[src/rtl/mips_mc_control.sv]
// Multicycle MIPS main-control FSM with a memory-ready stall handshake and a wait-counter timeout.
// Define MIPS_ILLEGAL_TRAP_EN to send unlisted opcodes to a terminal TRAP state instead of FETCH.
module mips_mc_control #(
    parameter int FETCH_WAIT_MAX = 15
) (
    input  logic       clk,
    input  logic       rst_n,
    input  logic [5:0] Opcode,
    input  logic       Zero,
    input  logic       mem_ready,
    output logic       PCWrite,
    output logic       PCWriteCond,
    output logic       IorD,
    output logic       MemRead,
    output logic       MemWrite,
    output logic       IRWrite,
    output logic       MemtoReg,
    output logic       RegDst,
    output logic       RegWrite,
    output logic       AluSrcA,
    output logic [1:0] AluSrcB,
    output logic [1:0] AluOp,
    output logic [1:0] PCSource,
    output logic       mem_timeout,
    output logic [3:0] state_o
);

    typedef enum logic [3:0] {
        FETCH  = 4'd0,
        DECODE = 4'd1,
        MEMADR = 4'd2,
        MEMRD  = 4'd3,
        MEMWB  = 4'd4,
        MEMWR  = 4'd5,
        EXEC   = 4'd6,
        RWB    = 4'd7,
        BRANCH = 4'd8,
        JUMP   = 4'd9,
        ADDIEX = 4'd10,
`ifdef MIPS_ILLEGAL_TRAP_EN
        ADDIWB = 4'd11,
        TRAP   = 4'd12
`else
        ADDIWB = 4'd11
`endif
    } state_t;

    localparam int CNT_W = (FETCH_WAIT_MAX > 1) ? $clog2(FETCH_WAIT_MAX + 1) : 1;
    localparam logic [CNT_W-1:0] CNT_MAX = CNT_W'(FETCH_WAIT_MAX);

    state_t           state_q, state_d;
    logic [CNT_W-1:0] cnt_q, cnt_d;
    logic             waiting, timeout;

    // The branch decision is taken by the datapath from PCWriteCond & Zero.
    logic unused_zero;
    assign unused_zero = Zero;

    logic       pc_write, pc_write_cond, iord, mem_read, mem_write, ir_write;
    logic       mem_to_reg, reg_dst, reg_write, alu_src_a;
    logic [1:0] alu_src_b, alu_op, pc_source;

    assign waiting = (state_q == FETCH || state_q == MEMRD || state_q == MEMWR) && !mem_ready;
    assign timeout = waiting && (FETCH_WAIT_MAX != 0) && (cnt_q + 1'b1 == CNT_MAX);

    always_ff @(posedge clk or negedge rst_n) begin
        if (!rst_n) begin
            state_q <= FETCH;
            cnt_q   <= '0;
        end else begin
            state_q <= state_d;
            cnt_q   <= cnt_d;
        end
    end

    // Saturating stall counter, restarted whenever a new state is entered.
    always_comb begin
        cnt_d = cnt_q;
        if (state_d != state_q) begin
            cnt_d = '0;
        end else if (waiting && cnt_q != CNT_MAX) begin
            cnt_d = cnt_q + 1'b1;
        end
    end

    always_comb begin
        state_d       = state_q;
        pc_write      = 1'b0;
        pc_write_cond = 1'b0;
        iord          = 1'b0;
        mem_read      = 1'b0;
        mem_write     = 1'b0;
        ir_write      = 1'b0;
        mem_to_reg    = 1'b0;
        reg_dst       = 1'b0;
        reg_write     = 1'b0;
        alu_src_a     = 1'b0;
        alu_src_b     = 2'b00;
        alu_op        = 2'b00;
        pc_source     = 2'b00;
        case (state_q)
            FETCH: begin
                mem_read  = 1'b1;
                alu_src_b = 2'b01;
                ir_write  = mem_ready;
                pc_write  = mem_ready;
                if (mem_ready) state_d = DECODE;
            end
            DECODE: begin
                alu_src_b = 2'b11;
                case (Opcode)
                    6'b100011, 6'b101011: state_d = MEMADR;
                    6'b000000:            state_d = EXEC;
                    6'b000100:            state_d = BRANCH;
                    6'b000010:            state_d = JUMP;
                    6'b001000:            state_d = ADDIEX;
`ifdef MIPS_ILLEGAL_TRAP_EN
                    default:              state_d = TRAP;
`else
                    default:              state_d = FETCH;
`endif
                endcase
            end
            MEMADR: begin
                alu_src_a = 1'b1;
                alu_src_b = 2'b10;
                state_d   = (Opcode == 6'b101011) ? MEMWR : MEMRD;
            end
            MEMRD: begin
                mem_read = 1'b1;
                iord     = 1'b1;
                if (mem_ready) state_d = MEMWB;
            end
            MEMWB: begin
                reg_write  = 1'b1;
                mem_to_reg = 1'b1;
                state_d    = FETCH;
            end
            MEMWR: begin
                mem_write = 1'b1;
                iord      = 1'b1;
                if (mem_ready) state_d = FETCH;
            end
            EXEC: begin
                alu_src_a = 1'b1;
                alu_op    = 2'b10;
                state_d   = RWB;
            end
            RWB: begin
                reg_write = 1'b1;
                reg_dst   = 1'b1;
                state_d   = FETCH;
            end
            BRANCH: begin
                alu_src_a     = 1'b1;
                alu_op        = 2'b01;
                pc_write_cond = 1'b1;
                pc_source     = 2'b01;
                state_d       = FETCH;
            end
            JUMP: begin
                pc_write  = 1'b1;
                pc_source = 2'b10;
                state_d   = FETCH;
            end
            ADDIEX: begin
                alu_src_a = 1'b1;
                alu_src_b = 2'b10;
                alu_op    = 2'b11;
                state_d   = ADDIWB;
            end
            ADDIWB: begin
                reg_write = 1'b1;
                state_d   = FETCH;
            end
`ifdef MIPS_ILLEGAL_TRAP_EN
            TRAP: state_d = TRAP;
`endif
            default: state_d = FETCH;
        endcase
    end

    // Outputs are held low for as long as reset is asserted, not just from the next edge.
    assign PCWrite     = rst_n & pc_write;
    assign PCWriteCond = rst_n & pc_write_cond;
    assign IorD        = rst_n & iord;
    assign MemRead     = rst_n & mem_read;
    assign MemWrite    = rst_n & mem_write;
    assign IRWrite     = rst_n & ir_write;
    assign MemtoReg    = rst_n & mem_to_reg;
    assign RegDst      = rst_n & reg_dst;
    assign RegWrite    = rst_n & reg_write;
    assign AluSrcA     = rst_n & alu_src_a;
    assign AluSrcB     = rst_n ? alu_src_b : 2'b00;
    assign AluOp       = rst_n ? alu_op : 2'b00;
    assign PCSource    = rst_n ? pc_source : 2'b00;
    assign mem_timeout = rst_n & timeout;
    assign state_o     = rst_n ? state_q : 4'd0;

endmodule

[config.mk]
export PLATFORM = sky130hd
export DESIGN_NAME = mips_mc_control
export DESIGN_NICKNAME = d
export VERILOG_FILES = /design/src/rtl/mips_mc_control.sv
export SDC_FILE = /design/constraint.sdc
export NUM_CORES = 1
export LEC_CHECK = 0
export BUFFER_PORTS_ARGS = -buffer_cell sky130_fd_sc_hd__buf_2
export CORE_UTILIZATION = 50
export CTS_BUF_LIST = sky130_fd_sc_hd__clkbuf_8 sky130_fd_sc_hd__clkbuf_16
export CTS_CLUSTER_DIAMETER = 150
export CTS_CLUSTER_SIZE = 20
export DETAILED_ROUTE_END_ITERATION = 6
export PLACE_DENSITY = 0.9
export SYNTH_ARGS = -nofsm -noshare
export SYNTH_HDL_FRONTEND = slang
export SYNTH_SLANG_ARGS = --single-unit
[constraint.sdc]
create_clock -name clk -period 5.29 [get_ports clk]
set_clock_uncertainty 0.1 [all_clocks]
set_input_delay 0.7935 -clock clk [delete_from_list [all_inputs] [get_ports clk]]
set_output_delay 0.7935 -clock clk [all_outputs]
set_load 0.01 [all_outputs]
After elaboration in Yosys (flattened, before gate mapping)
Cells that the tools add are included. Widths: inputs -> output; s select.

Bits in registers: 8. Bits of input ports: 10. Logic and storage cells: 73.

Add/subtract/negate cells: 1. Equality and inequality tests: 19. Multiplexer cells: 25. Bitwise gates (word level): 11. Reductions and logical operators: 15.

Operators by type and width (number): $pmux 4 s7 (1); $mux 4 (6); $eq 4x4->1 const B (5); $pmux 4 s5 (1); $eq 4x3->1 const B (4); $eq 6x6->1 const B (2); $pmux 2 s3 (2); $and 1x1->1 (11); $mux 1 (9); $eq 4x2->1 const B (2); $reduce_or 2->1 (4); $eq 6x2->1 const B (1); $eq 6x3->1 const B (1); $eq 6x4->1 const B (1); $logic_not 6->1 (1); $mux 2 (3); $add 4x1->4 const B (1); $eq 4x1->1 const B (1); $logic_not 4->1 (1); $ne 4x4->1 (1); $ne 4x4->1 const B (1); $pmux 2 s2 (1); $reduce_or 4->1 (1); $logic_and 1x1->1 (3); other kinds (6) (7).

Depth between registers and ports, before layout
Gate-level depths: netlist of run 1.

Word-level depth: 7. Mapped depth: 6. Mapped depth without buffers: 4.

Least setup slack after synthesis of run 1
Ideal clock, no wire load.

Path type: input-to-output. Start: in rst_n. End: out PCWrite. Arrival: 1599 ps. Data required time: 4397 ps. Setup slack: 2798 ps. Stages: 4. Cell sequence: nand2b_1 -> nor3_1 -> and3b_1 -> or2_1.

Cells in the longest elaborated chain, start to end: 1.

RTL lines: start, declared (RTL line 7) `input logic rst_n,`; $and 1x1->1 (RTL line 184) `assign PCWrite = rst_n & pc_write;`; end, declared (RTL line 11) `output logic PCWrite,`.

Every way passes these cells.

Final worst setup path of run 1
Ends and elaborated chain as after synthesis.

==> qor_table.md, run 1 <==
| Result | This run |
|---|---|
| Status | completed |
| Die H | 42.2 µm |
| Initial DRT Pass Iterations | 4 |
| IR drop worst, VDD | 0.000161 V |
| Overall track demand over capacity in global routing | 0.232 |
| Number of DRC violations after detailed routing | 0 |
| Critical path class | input port to output port |
| Dominant delay contributor by cell family on the critical path | simple AND/OR/NAND/NOR gates |
| CP Depth | 6 |
| Worst path cell trace | buf_2 > nand2b_1 > nor3_1 > and3b_1 > or2_1 > buf_2 |
| Origin of the worst setup path | rst_n |
| Data required time at the worst endpoint | 4400 ps |
| Fraction of final layout cells sized beyond drive strength 1 | 0.273 |
| Post-CTS Setup Bufs | 0 |
| Placer Congestion | 0.883 |
| Worst-path maximum fanout | 15 |
| Fillers | 134 |
| Clock-pin slew on the worst setup and hold paths | 40 ps |
| Startpoint type of the worst setup path | input port |
| Number of antenna cells inserted | 0 |
| Total power draw | 0.368 mW |
| R2R cell count | 3 |
| Net count of the mapped netlist | 121 |
| Area enclosed by the die boundary | 0.00178 mm² |
| Total gr overflow | 0 |
| Post-layout net count | 146 |
| Main area contributors after synthesis | dfrtp_1 (25%), nor2_1 (6.0%), nor3_1 (4.9%), nor2b_1 (3.9%), nand2_1 (3.2%) |
| Number of levels the H-tree was split into | 1 |
| Register-to-register setup slack | 3330 ps |
| Ports | 31 |
| Post-layout minimum cycle time | 2700 ps |
| Hold-fix buffer count after cts | 0 |
| Number of antenna violations at the first check in global routing | 0 |
| Fraction of post-synthesis cell area in the top cell type by area | 0.247 |
| Combined buffer and inverter count along the critical path | 2 |
| Data arrival time of the critical path | 1810 ps |
| Most numerous cell types in the synthesized netlist | nor2_1 (13), dfrtp_1 (8), nor3_1 (8) |
| Area of the core | 0.00151 mm² |
| Primary FF master, synth | dfrtp_1 |
| Maximum clock insertion buffer count | 2 |
| Static leakage | 0.472 nW |
| Post-placement cell area | 923 µm² |
| Cell Area, Synth | 810 µm² |
| Endpoint of the worst-slack reg-to-reg timing path | state_q[3] |
| Final worst slack | 2590 ps |
| First-pass GRT wire length | 3300 µm |
| Maximum number of pins on one net before global-route repair | 19 |
| Area overhead of the layout relative to synthesis | 19.2% |
| Master of the slowest instance on the critical path | buf_2 |
| Routed length per placed instance | 12.8 µm |
| Number of distinct standard cells referenced by the synthesized netlist | 40 |
| Post-cts repair resize count | 0 |
| Worst stage delay on the critical path | 270 ps |
| Unrepaired setup endpoints after global routing | no |
| Final design instance area without fill | 965 µm² |
| Highest attainable clock frequency | 370 MHz |
| DR vias/cell | 5.86 |
| Final Hold Violating Endpoints | 0 |
| Reg-to-reg startpoint | state_q[0] |
| Number of warnings printed during yosys synthesis | 0 |
| Transition time of the tightest slew-check pin | 540 ps |
| Post-Route WL | 1890 µm |
| Crit share post-route | 0.511 |
| Asr flop ratio synth | 1.00 |
| Endpoint of the worst setup timing path | PCWrite |
| Setup total negative slack | 0 ps |
| Sequential cell area fraction in the yosys report | 0.247 |
| Starting density of the core | 0.537 |
| Number of violations reported at the end of detailed-routing iteration 0 | 18 |
| Worst max-slew margin expressed relative to the limit | 0.640 |
| Number of buffers added on ports | 29 |
| Worst min-delay path class | input port to async pin |
| Cell with the most instances after synthesis | nor2_1 |
| Post-place setup slack | 2550 ps |
| Estimated wirelength of the detail-placed design | 1380 µm |
| Vias in the first global route | 775 |
| Clock insertion delay at the later pin of the skew report | 230 ps |
| Clock tree from TritonCTS | yes |
| Number of clock buffers inserted by TritonCTS | 3 |
| Register bit total from synthesis | 8 |
| Largest area contributor in the netlist | dfrtp_1 |
| Row count | 14 |
| Maxcap violations | 0 |
| Vias | 867 |
| Cell repeated most along the worst path | buf_2 |
| Worst slack on hold paths | 341 ps |
| Remaining number of nets flagged by the antenna check after routing | 0 |
| Final setup vio count | 0 |
| Syn Inst Count | 109 |
| Critical path endpoint category | output port |
| Synth Area per Inst | 7.43 µm² |
| Clock root buffer | clkbuf_8 |
| Horizontal extent of the die | 42.2 µm |
| Cell area power density | 382 mW/mm² |
| Final Max Slew Viols | 0 |
| Sink count of the clock tree | 8 |
| Number of enable flip-flop cells after synthesis | 0 |
routing by layer:
metal | GRT usage | wire length [µm] | up-vias | part of all wire
met1 | 0.322 | 871 | 408 | 0.46
met2 | 0.354 | 917 | 26 | 0.49
li1 | - | - | 431 | -
met4 | 0.0750 | 13 | 0 | 0.0069
met5 | 0 | 0 | - | 0
met3 | 0.0603 | 87 | 2 | 0.046
logic make-up after synthesis:
logic type,share of synthesized area
AND/OR/NAND/NOR,0.397
AO/OA/AOI/OAI,0.170
buffers and inverters,0.0865
flip-flops,0.247
XOR/XNOR,0.0541
adder cells (fa/ha/maj),0.0309
multiplexers,0.0139
sequential cells by signal, indices dropped and copies added, names as in the netlist:
| name | flops |
|---|---|
| state_q | 4 |
| cnt_q | 4 |
power breakdown:
group / internal [mW] / switching, mW
logic: 0.0831 / 0.0848
clock network: 0.0493 / 0.0244
registers: 0.0759 / 0.0510
total: 0.208 / 0.160
worst min-delay path by stage:
stage | depth (start not counted) | start | slack, ps | to
finish | 1 | rst_n | 340 | cnt_q[1]
detailed placement | 2 | cnt_q[2] | 530 | cnt_q[2]
CTS | 1 | rst_n | 350 | cnt_q[3]
floorplan | 0 | rst_n | 400 | cnt_q[0]
global placement | 2 | cnt_q[2] | 510 | cnt_q[2]
global route | 1 | rst_n | 360 | cnt_q[1]
cell usage in the layout, fill, tap and decap left out, drive strengths merged:
| master | count |
|---|---|
| ha | 2 |
| dfrtp | 8 |
| and3b | 1 |
| a22oi | 1 |
| a211oi | 2 |
| clkbuf | 3 |
| nand3 | 4 |
| nor2b | 5 |
| o31ai | 2 |
| mux2 | 1 |
| or4 | 1 |
| inv | 5 |
| nand2 | 7 |
| buf | 29 |
| and2 | 2 |
| or2b | 1 |
| a22o | 1 |
| a32oi | 2 |
| nand3b | 3 |
| a21oi | 5 |
| o21ai | 5 |
| nor4 | 3 |
| nor2 | 13 |
| nor3b | 3 |
| a31oi | 1 |
| nor3 | 8 |
| xor2 | 2 |
| nand4 | 1 |
| or3b | 1 |
| and3 | 2 |
| o22a | 1 |
| a2111oi | 1 |
| or2 | 2 |
| nand2b | 1 |
| xnor2 | 3 |
layout make-up:
class / count / area, µm² / share of cell area
clock buffers: 3 / 41.3 / 0.0428
inverters: 5 / 18.8 / 0.0195
multi-input cells: 87 / 539 / 0.559
flip-flops and latches: 8 / 200 / 0.208
well taps: 16 / 20.0 / 0.0208
repair buffers: 29 / 145 / 0.150
metrics by stage:
| step | instances | utilization |
|---|---|---|
| after floorplan | 109 | - |
| after global placement | 145 | 0.613 |
| after detailed placement | 145 | 0.613 |
| after CTS | 148 | 0.640 |
| after global routing | 148 | 0.640 |
| final | 148 | 0.640 |
worst register-to-register path, delay by kind of cell (launching register included):
kind | cells | cell delay [ps]
compound gates | 1 | 150
flops | 1 | 640
simple gates | 2 | 990
(Power assumes the default switching activity.)
==> run 2: changes to the inputs <==
- ABC_AREA: unset -> 1
- CORE_UTILIZATION: 50 -> 43
- PLACE_DENSITY: 0.9 -> 0.84
- clock period: 5.29 -> 2.2 ns (I/O delays scaled with it)
==> run 2 against run 1 <==
Effect of this change: die area up 13%; highest routed layer is now met3; non-clock buffer count up 2; sequential share of layout area down 0.75 points; synthesized cell count up 16%; flip-flop and latch count unchanged; via count up 1.6%; area after synthesis down 2.6%; largest cell class unchanged; final cell count up 23%; global-route usage down 1.8 points; worst setup slack worse by 2400 ps.
==> qor_table.md, run 2 <==
| Result | This run | Delta |
|---|---|---|
| Worst path cell trace | dlygate4sd3_1 > buf_2 > buf_4 > nand3_1 > nor3_2 > buf_2 |  |
| Estimated wirelength of the detail-placed design | 1480 µm | +6.7% |
| Number of clock buffers inserted by TritonCTS | 3 | unchanged |
| Critical path class | input port to output port |  |
| Number of levels the H-tree was split into | 1 | unchanged |
| Dominant delay contributor by cell family on the critical path | buffers and inverters |  |
| Master of the slowest instance on the critical path | dlygate4sd3_1 |  |
| Fraction of final layout cells sized beyond drive strength 1 | 0.293 | +0.0203 |
| Final worst slack | 154 ps | -2430 ps |
| Data arrival time of the critical path | 1620 ps | -190 ps |
| Cell repeated most along the worst path | buf_2 |  |
| Cell Area, Synth | 788 µm² | -2.6% |
| Final setup vio count | 0 | unchanged |
| Synth Area per Inst | 6.26 µm² | -16% |
| Maximum clock insertion buffer count | 2 | unchanged |
| IR drop worst, VDD | 0.000405 V | +150% |
| Final design instance area without fill | 0.00100 mm² | +3.8% |
| Register-to-register setup slack | 830 ps | -2500 ps |
| Register bit total from synthesis | 8 | unchanged |
| Sequential cell area fraction in the yosys report | 0.254 | +0.00667 |
| Remaining number of nets flagged by the antenna check after routing | 0 | unchanged |
| Vias | 881 | +1.6% |
| Number of antenna cells inserted | 0 | unchanged |
| Status | completed |  |
| Setup total negative slack | 0 ps | unchanged |
| Net count of the mapped netlist | 138 | +14% |
| Vias in the first global route | 764 | -1.4% |
| Number of antenna violations at the first check in global routing | 0 | unchanged |
| Data required time at the worst endpoint | 1770 ps | -2630 ps |
| Initial DRT Pass Iterations | 5 | +1 |
| Number of enable flip-flop cells after synthesis | 0 | unchanged |
| Number of warnings printed during yosys synthesis | 0 | unchanged |
| Asr flop ratio synth | 1.00 | unchanged |
| Largest registers | cnt_q (4), state_q (4) |  |
| Cell area power density | 916 mW/mm² | +140% |
| Highest attainable clock frequency | 489 MHz |  |
| Post-Route WL | 1930 µm | +2.2% |
| Worst max-slew margin expressed relative to the limit | 0.780 | +0.140 |
| Post-layout minimum cycle time | 2050 ps |  |
| Commonest cells after routing, fill and taps aside | buf_2 (29), nand2_1 (28), nor2_1 (24) |  |
| Number of distinct standard cells referenced by the synthesized netlist | 27 | -33% |
| Largest area contributor in the netlist | dfrtp_1 |  |
| Ports | 31 | unchanged |
| Die H | 44.8 µm | +6.1% |
| Non-filler cells in the finished layout | 182 | +23% |
| Maxcap violations | 0 | unchanged |
| Static leakage | 0.617 nW | +31% |
| Cell with the most instances after synthesis | nand2_1 |  |
| Transition time of the tightest slew-check pin | 330 ps | -210 ps |
| Crit share post-route | 0.930 |  |
| Cell total after placement | 178 | +23% |
| Starting density of the core | 0.457 | -0.0809 |
| Horizontal extent of the die | 44.8 µm | +6.1% |
| Placer Congestion | 0.848 | -3.9% |
| Clock-pin slew on the worst setup and hold paths | 40 ps | about the same |
| Total power draw | 0.916 mW | +150% |
| Final Max Slew Viols | 0 | unchanged |
| Post-cts repair resize count | 0 | unchanged |
| Clock tree from TritonCTS | yes |  |
| Fraction of post-synthesis cell area in the top cell type by area | 0.254 | +0.00667 |
| Worst-path maximum fanout | 12 | -3 |
| Post-layout net count | 171 | +17% |
| Sink count of the clock tree | 8 | unchanged |
| Area enclosed by the die boundary | 0.00201 mm² | +13% |
| Syn Inst Count | 126 | +16% |
| Most numerous cell types in the synthesized netlist | nand2_1 (28), nor2_1 (24), inv_1 (19) |  |
| Primary FF master, synth | dfrtp_1 |  |
| Worst slack on hold paths | 330 ps | -10.5 ps |
| Final Hold Violating Endpoints | 0 | unchanged |
| Post-place setup slack | 498 ps | -2060 ps |
| Clock root buffer | clkbuf_8 |  |
| Total gr overflow | 0 | unchanged |
| Unrepaired setup endpoints after global routing | no |  |
| First-pass GRT wire length | 3200 µm | -2.9% |
| Post-placement cell area | 950 µm² | +2.8% |
| Main area contributors after synthesis | dfrtp_1 (25%), nand2_1 (13%), nor2_1 (11%), inv_1 (9.0%), nand4_1 (4.8%) |  |
| Share of the core filled with cells | 0.580 | -0.0607 |
| Worst min-delay path class | input port to flop |  |
| Area overhead of the layout relative to synthesis | 27.0% |  |
| Number of DRC violations after detailed routing | 0 | unchanged |
| Clock insertion delay at the later pin of the skew report | 220 ps | about the same |
| Startpoint type of the worst setup path | input port |  |
| Combined buffer and inverter count along the critical path | 4 | +2 |
| Routed length per placed instance | 10.6 µm | -17% |
| Number of buffers added on ports | 29 | unchanged |
| Number of violations reported at the end of detailed-routing iteration 0 | 13 | -5 |
| DR vias/cell | 4.84 | -17% |
| Row count | 15 | +1 |
| Critical path endpoint category | output port |  |
| Most frequent standard cell in the layout excluding fill and tap cells | buf_2 |  |
| Worst stage delay on the critical path | 520 ps | +250 ps |
| Overall track demand over capacity in global routing | 0.214 | -0.0180 |
| Maximum number of pins on one net before global-route repair | 13 | -6 |
| Area of the core | 0.00173 mm² | +15% |
## run 2: cell type report
cell class | count | area [µm²]
flip-flops and latches | 8 | 200
fillers | 177 | 726
inverters | 22 | 82.6
clock buffers | 3 | 41.3
well taps | 25 | 31.3
multi-input cells | 93 | 483
repair buffers | 31 | 163
## run 2: layer usage
layer | global-route usage | vias up | part of all wire
met5 | 0 | - | 0
met3 | 0.0280 | 0 | 0.037
met1 | 0.271 | 388 | 0.45
met2 | 0.391 | 27 | 0.52
met4 | 0.0424 | 0 | 0
li1 | - | 466 | -
## run 2: repair_timing
| action | 4_1_cts | 5_1_grt |
|---|---|---|
| endpoints found under the hold margin | 8 | 0 |
| setup buffers | 0 | 0 |
| hold buffers | 1 | 0 |
## run 2: cell families after synthesis
| kind of cell | synth area share |
|---|---|
| DFF | 0.254 |
| and+or+nand+nor | 0.470 |
| buffers and inverters | 0.133 |
| xor gates and xnor gates | 0.0111 |
| adders and majority gates | 0.0317 |
| AOI/OAI and AO/OA | 0.100 |
## run 2: where the power goes
group / internal, mW / switching [mW]
Combinational: 0.176 / 0.321
Sequential: 0.185 / 0.0598
Clock: 0.118 / 0.0558
## run 2: worst reg2reg max path: cells and delay by family (launching register included)
kind	cells	cell delay (ps)
and+or+nand+nor	4	650
buffers and inverters	1	90
DFF	1	470
## run 2: path summary, 6_finish.rpt
check	start	end	depth (start not counted)
worst max-delay path	rst_n	mem_timeout	6
worst min-delay path	Opcode[2]	state_q[1]	4
worst max register to register	state_q[3]	state_q[0]	5
worst min register to register	cnt_q[1]	cnt_q[1]	2
max in group asynchronous	rst_n	state_q[3]	3
min in group asynchronous	rst_n	state_q[0]	3
==> run 3: changes to the inputs <==
- BUFFER_PORTS_ARGS: -buffer_cell sky130_fd_sc_hd__buf_2 -> unset
- CORE_AREA: unset -> 2 2 39 41
- CORE_UTILIZATION: 43 -> unset
- DIE_AREA: unset -> 0 0 41 43
- DONT_BUFFER_PORTS: unset -> 1
- clock period: 2.2 -> 2.46 ns (I/O delays scaled with it)
==> run 3 against run 2 <==
Effect of this change: flip-flop and latch count did not move; critical path type is now flop to output port; worst hold slack got worse by 100 ps; combinational power fell by 22%; utilization rose by 2.5 points; die area fell by 12%; critical endpoint is now PCSource[0]; register-to-register slack improved by 260 ps.
==> qor_table.md, run 3 (synthesis gave the netlist of run 2 again) <==
| Result | This run | Delta |
|---|---|---|
| Post-placement cell area | 786 µm² | -17% |
| Estimated wirelength of the detail-placed design | 1310 µm | -11% |
| Overall track demand over capacity in global routing | 0.212 | -0.00222 |
| Transition time of the tightest slew-check pin | 620 ps | +291 ps |
| Initial DRT Pass Iterations | 4 | -1 |
| Register-to-register setup slack | 1090 ps | +260 ps |
| Sink count of the clock tree | 8 | unchanged |
| Data arrival time of the critical path | 1600 ps | -20 ps |
| Cell repeated most along the worst path | nand2_1 |  |
| Clock insertion delay at the later pin of the skew report | 230 ps | about the same |
| Non-filler cells in the finished layout | 143 | -21% |
| Area enclosed by the die boundary | 0.00176 mm² | -12% |
| Post-layout net count | 141 | -18% |
| Post-place setup slack | 648 ps | +150 ps |
| Maximum number of pins on one net before global-route repair | 13 | unchanged |
| Number of antenna cells inserted | 0 | unchanged |
| Endpoint of the worst setup timing path | PCSource[0] |  |
| CP Depth | 4 | -2 |
| Worst min-delay path class | input port to flop |  |
| Number of antenna violations at the first check in global routing | 0 | unchanged |
| Clock-pin slew on the worst setup and hold paths | 40 ps | about the same |
| Cell total after placement | 139 | -22% |
| Highest attainable clock frequency | 484 MHz |  |
| Unrepaired setup endpoints after global routing | no |  |
| Worst-path maximum fanout | 7 | -5 |
| Largest registers | cnt_q (4), state_q (4) |  |
| Share of total power consumed by net switching | 0.487 | +0.00999 |
| Row count | 14 | -1 |
| Reg-to-reg startpoint | state_q[3] |  |
| Master of the slowest instance on the critical path | dfrtp_1 |  |
| Switching component of the power | 0.370 mW | -15% |
| Remaining number of nets flagged by the antenna check after routing | 0 | unchanged |
| R2R cell count | 5 | unchanged |
| Startpoint type of the worst setup path | flop |  |
| Setup total negative slack | 0 ps | unchanged |
| Post-Route WL | 1650 µm | -14% |
| Clock tree from TritonCTS | yes |  |
| Cell area power density | 909 mW/mm² | -0.71% |
| Vias | 791 | -10% |
| Data required time at the worst endpoint | 1990 ps | +220 ps |
| Number of levels the H-tree was split into | 1 | unchanged |
| Fillers | 133 | -25% |
| Clock group share of total power | 0.201 | +0.011 |
| Commonest cells after routing, fill and taps aside | nand2_1 (28), nor2_1 (24), inv_1 (19) |  |
| Pint | 0.391 mW | -19% |
| Critical path endpoint category | output port |  |
| Clock root buffer | clkbuf_8 |  |
| Logic gate share of total power | 0.512 | -0.030 |
| Worst slack on hold paths | 230 ps | -100 ps |
| Ports | 31 | unchanged |
| Number of clock buffers inserted by TritonCTS | 3 | unchanged |
| Starting density of the core | 0.570 | +0.113 |
| Final worst slack | 395 ps | +241 ps |
| Number of DRC violations after detailed routing | 0 | unchanged |
| Endpoint of the worst-slack reg-to-reg timing path | state_q[0] |  |
| Origin of the worst setup path | state_q[3] |  |
| Status | completed |  |
| Share of power burned in registers | 0.287 | +0.020 |
| Final setup vio count | 0 | unchanged |
| Routed length per placed instance | 11.6 µm | +9.0% |
| Die H | 43 µm | -4.0% |
| Worst path cell trace | nand2_1 > inv_1 > nand2_1 > nor3_1 |  |
| Vias in the first global route | 619 | -19% |
| Area of the core | 0.00138 mm² | -20% |
| Post-layout minimum cycle time | 2060 ps |  |
| Storage cell area | 200 µm² | unchanged |
| Placer Congestion | 0.840 | -0.96% |
| Final design instance area without fill | 837 µm² | -16% |
| Static leakage | 0.468 nW | -24% |
| Maximum clock insertion buffer count | 2 | unchanged |
| Final Hold Violating Endpoints | 0 | unchanged |
| Number of buffers added on ports | 0 | -100% |
| DR vias/cell | 5.53 | +14% |
| Area overhead of the layout relative to synthesis | 6.19% |  |
| Combined buffer and inverter count along the critical path | 1 | -3 |
| Maxcap violations | 0 | unchanged |
| Horizontal extent of the die | 41 µm | -8.5% |
| Most frequent standard cell in the layout excluding fill and tap cells | nand2_1 |  |
| IR drop worst, VDD | 0.000552 V | +36% |
| Worst max-slew margin expressed relative to the limit | 0.583 | -0.197 |
| Final Max Slew Viols | 0 | unchanged |
| Number of violations reported at the end of detailed-routing iteration 0 | 7 | -6 |
| Worst stage delay on the critical path | 530 ps | about the same |
| Fraction of final layout cells sized beyond drive strength 1 | 0.126 | -0.167 |
| First-pass GRT wire length | 2490 µm | -22% |
| Total gr overflow | 0 | unchanged |
| Critical path class | flop to output port |  |
| Area occupied by multi-input gates | 483 µm² | unchanged |
| Dominant delay contributor by cell family on the critical path | simple AND/OR/NAND/NOR gates |  |
| Crit share post-route | 0.839 |  |
-- run 3: cell count changes in the layout (fill, tap and decap cells not counted) --
cell / change
buf_4: -1
buf_2: -29
-- run 3: area by class of cell --
type,instances,area share
multi-input combinational,93,0.577
sequential,8,0.239
inverter,22,0.0987
clock buffer,3,0.0493
tap,16,0.0239
timing repair buffer,1,0.0120
-- run 3: stage by stage --
stage,power [mW],util
finish,0.761,0.605
detailed placement,0.603,0.568
CTS,0.765,0.605
global placement,0.585,0.568
global route,0.829,0.605
floorplan,0.547,-
-- run 3: power by group through the flow --
stage	sequential [mW]	clock, mW	combinational [mW]
floorplan	0.198	0	0.349
global placement	0.217	0	0.368
detailed placement	0.220	0	0.384
CTS	0.218	0.157	0.390
global route	0.225	0.161	0.443
finish	0.218	0.153	0.390
-- run 3: how the worst min path moves through the flow --
stage	startpoint	to	depth (start not counted)
after floorplan	rst_n	cnt_q[0]	0
after CTS	Opcode[2]	state_q[1]	3
after global routing	Opcode[2]	state_q[1]	3
final	Opcode[2]	state_q[1]	3
after detailed placement	rst_n	cnt_q[1]	0
after global placement	rst_n	cnt_q[3]	0
-- run 3: worst register-to-register path, delay by kind of cell (launching register included) --
| family | cells | cell delay [ps] |
|---|---|---|
| buf+inv | 1 | 90 |
| simple gates | 4 | 630 |
| flops | 1 | 490 |
-- run 3: timing repair --
action	in CTS	in global routing
setup buffers	0	0
endpoints found under the hold margin	8	0
hold buffers	1	0
gates resized for setup	0	0
-- run 3: routing by layer --
metal | wire length, µm | vias up | part of all wire | GRT usage
met2 | 722 | 27 | 0.44 | 0.319
met4 | 33 | 0 | 0.020 | 0.100
li1 | - | 399 | - | -
met1 | 797 | 360 | 0.48 | 0.278
met5 | 0 | - | 0 | 0
met3 | 102 | 5 | 0.062 | 0.0471
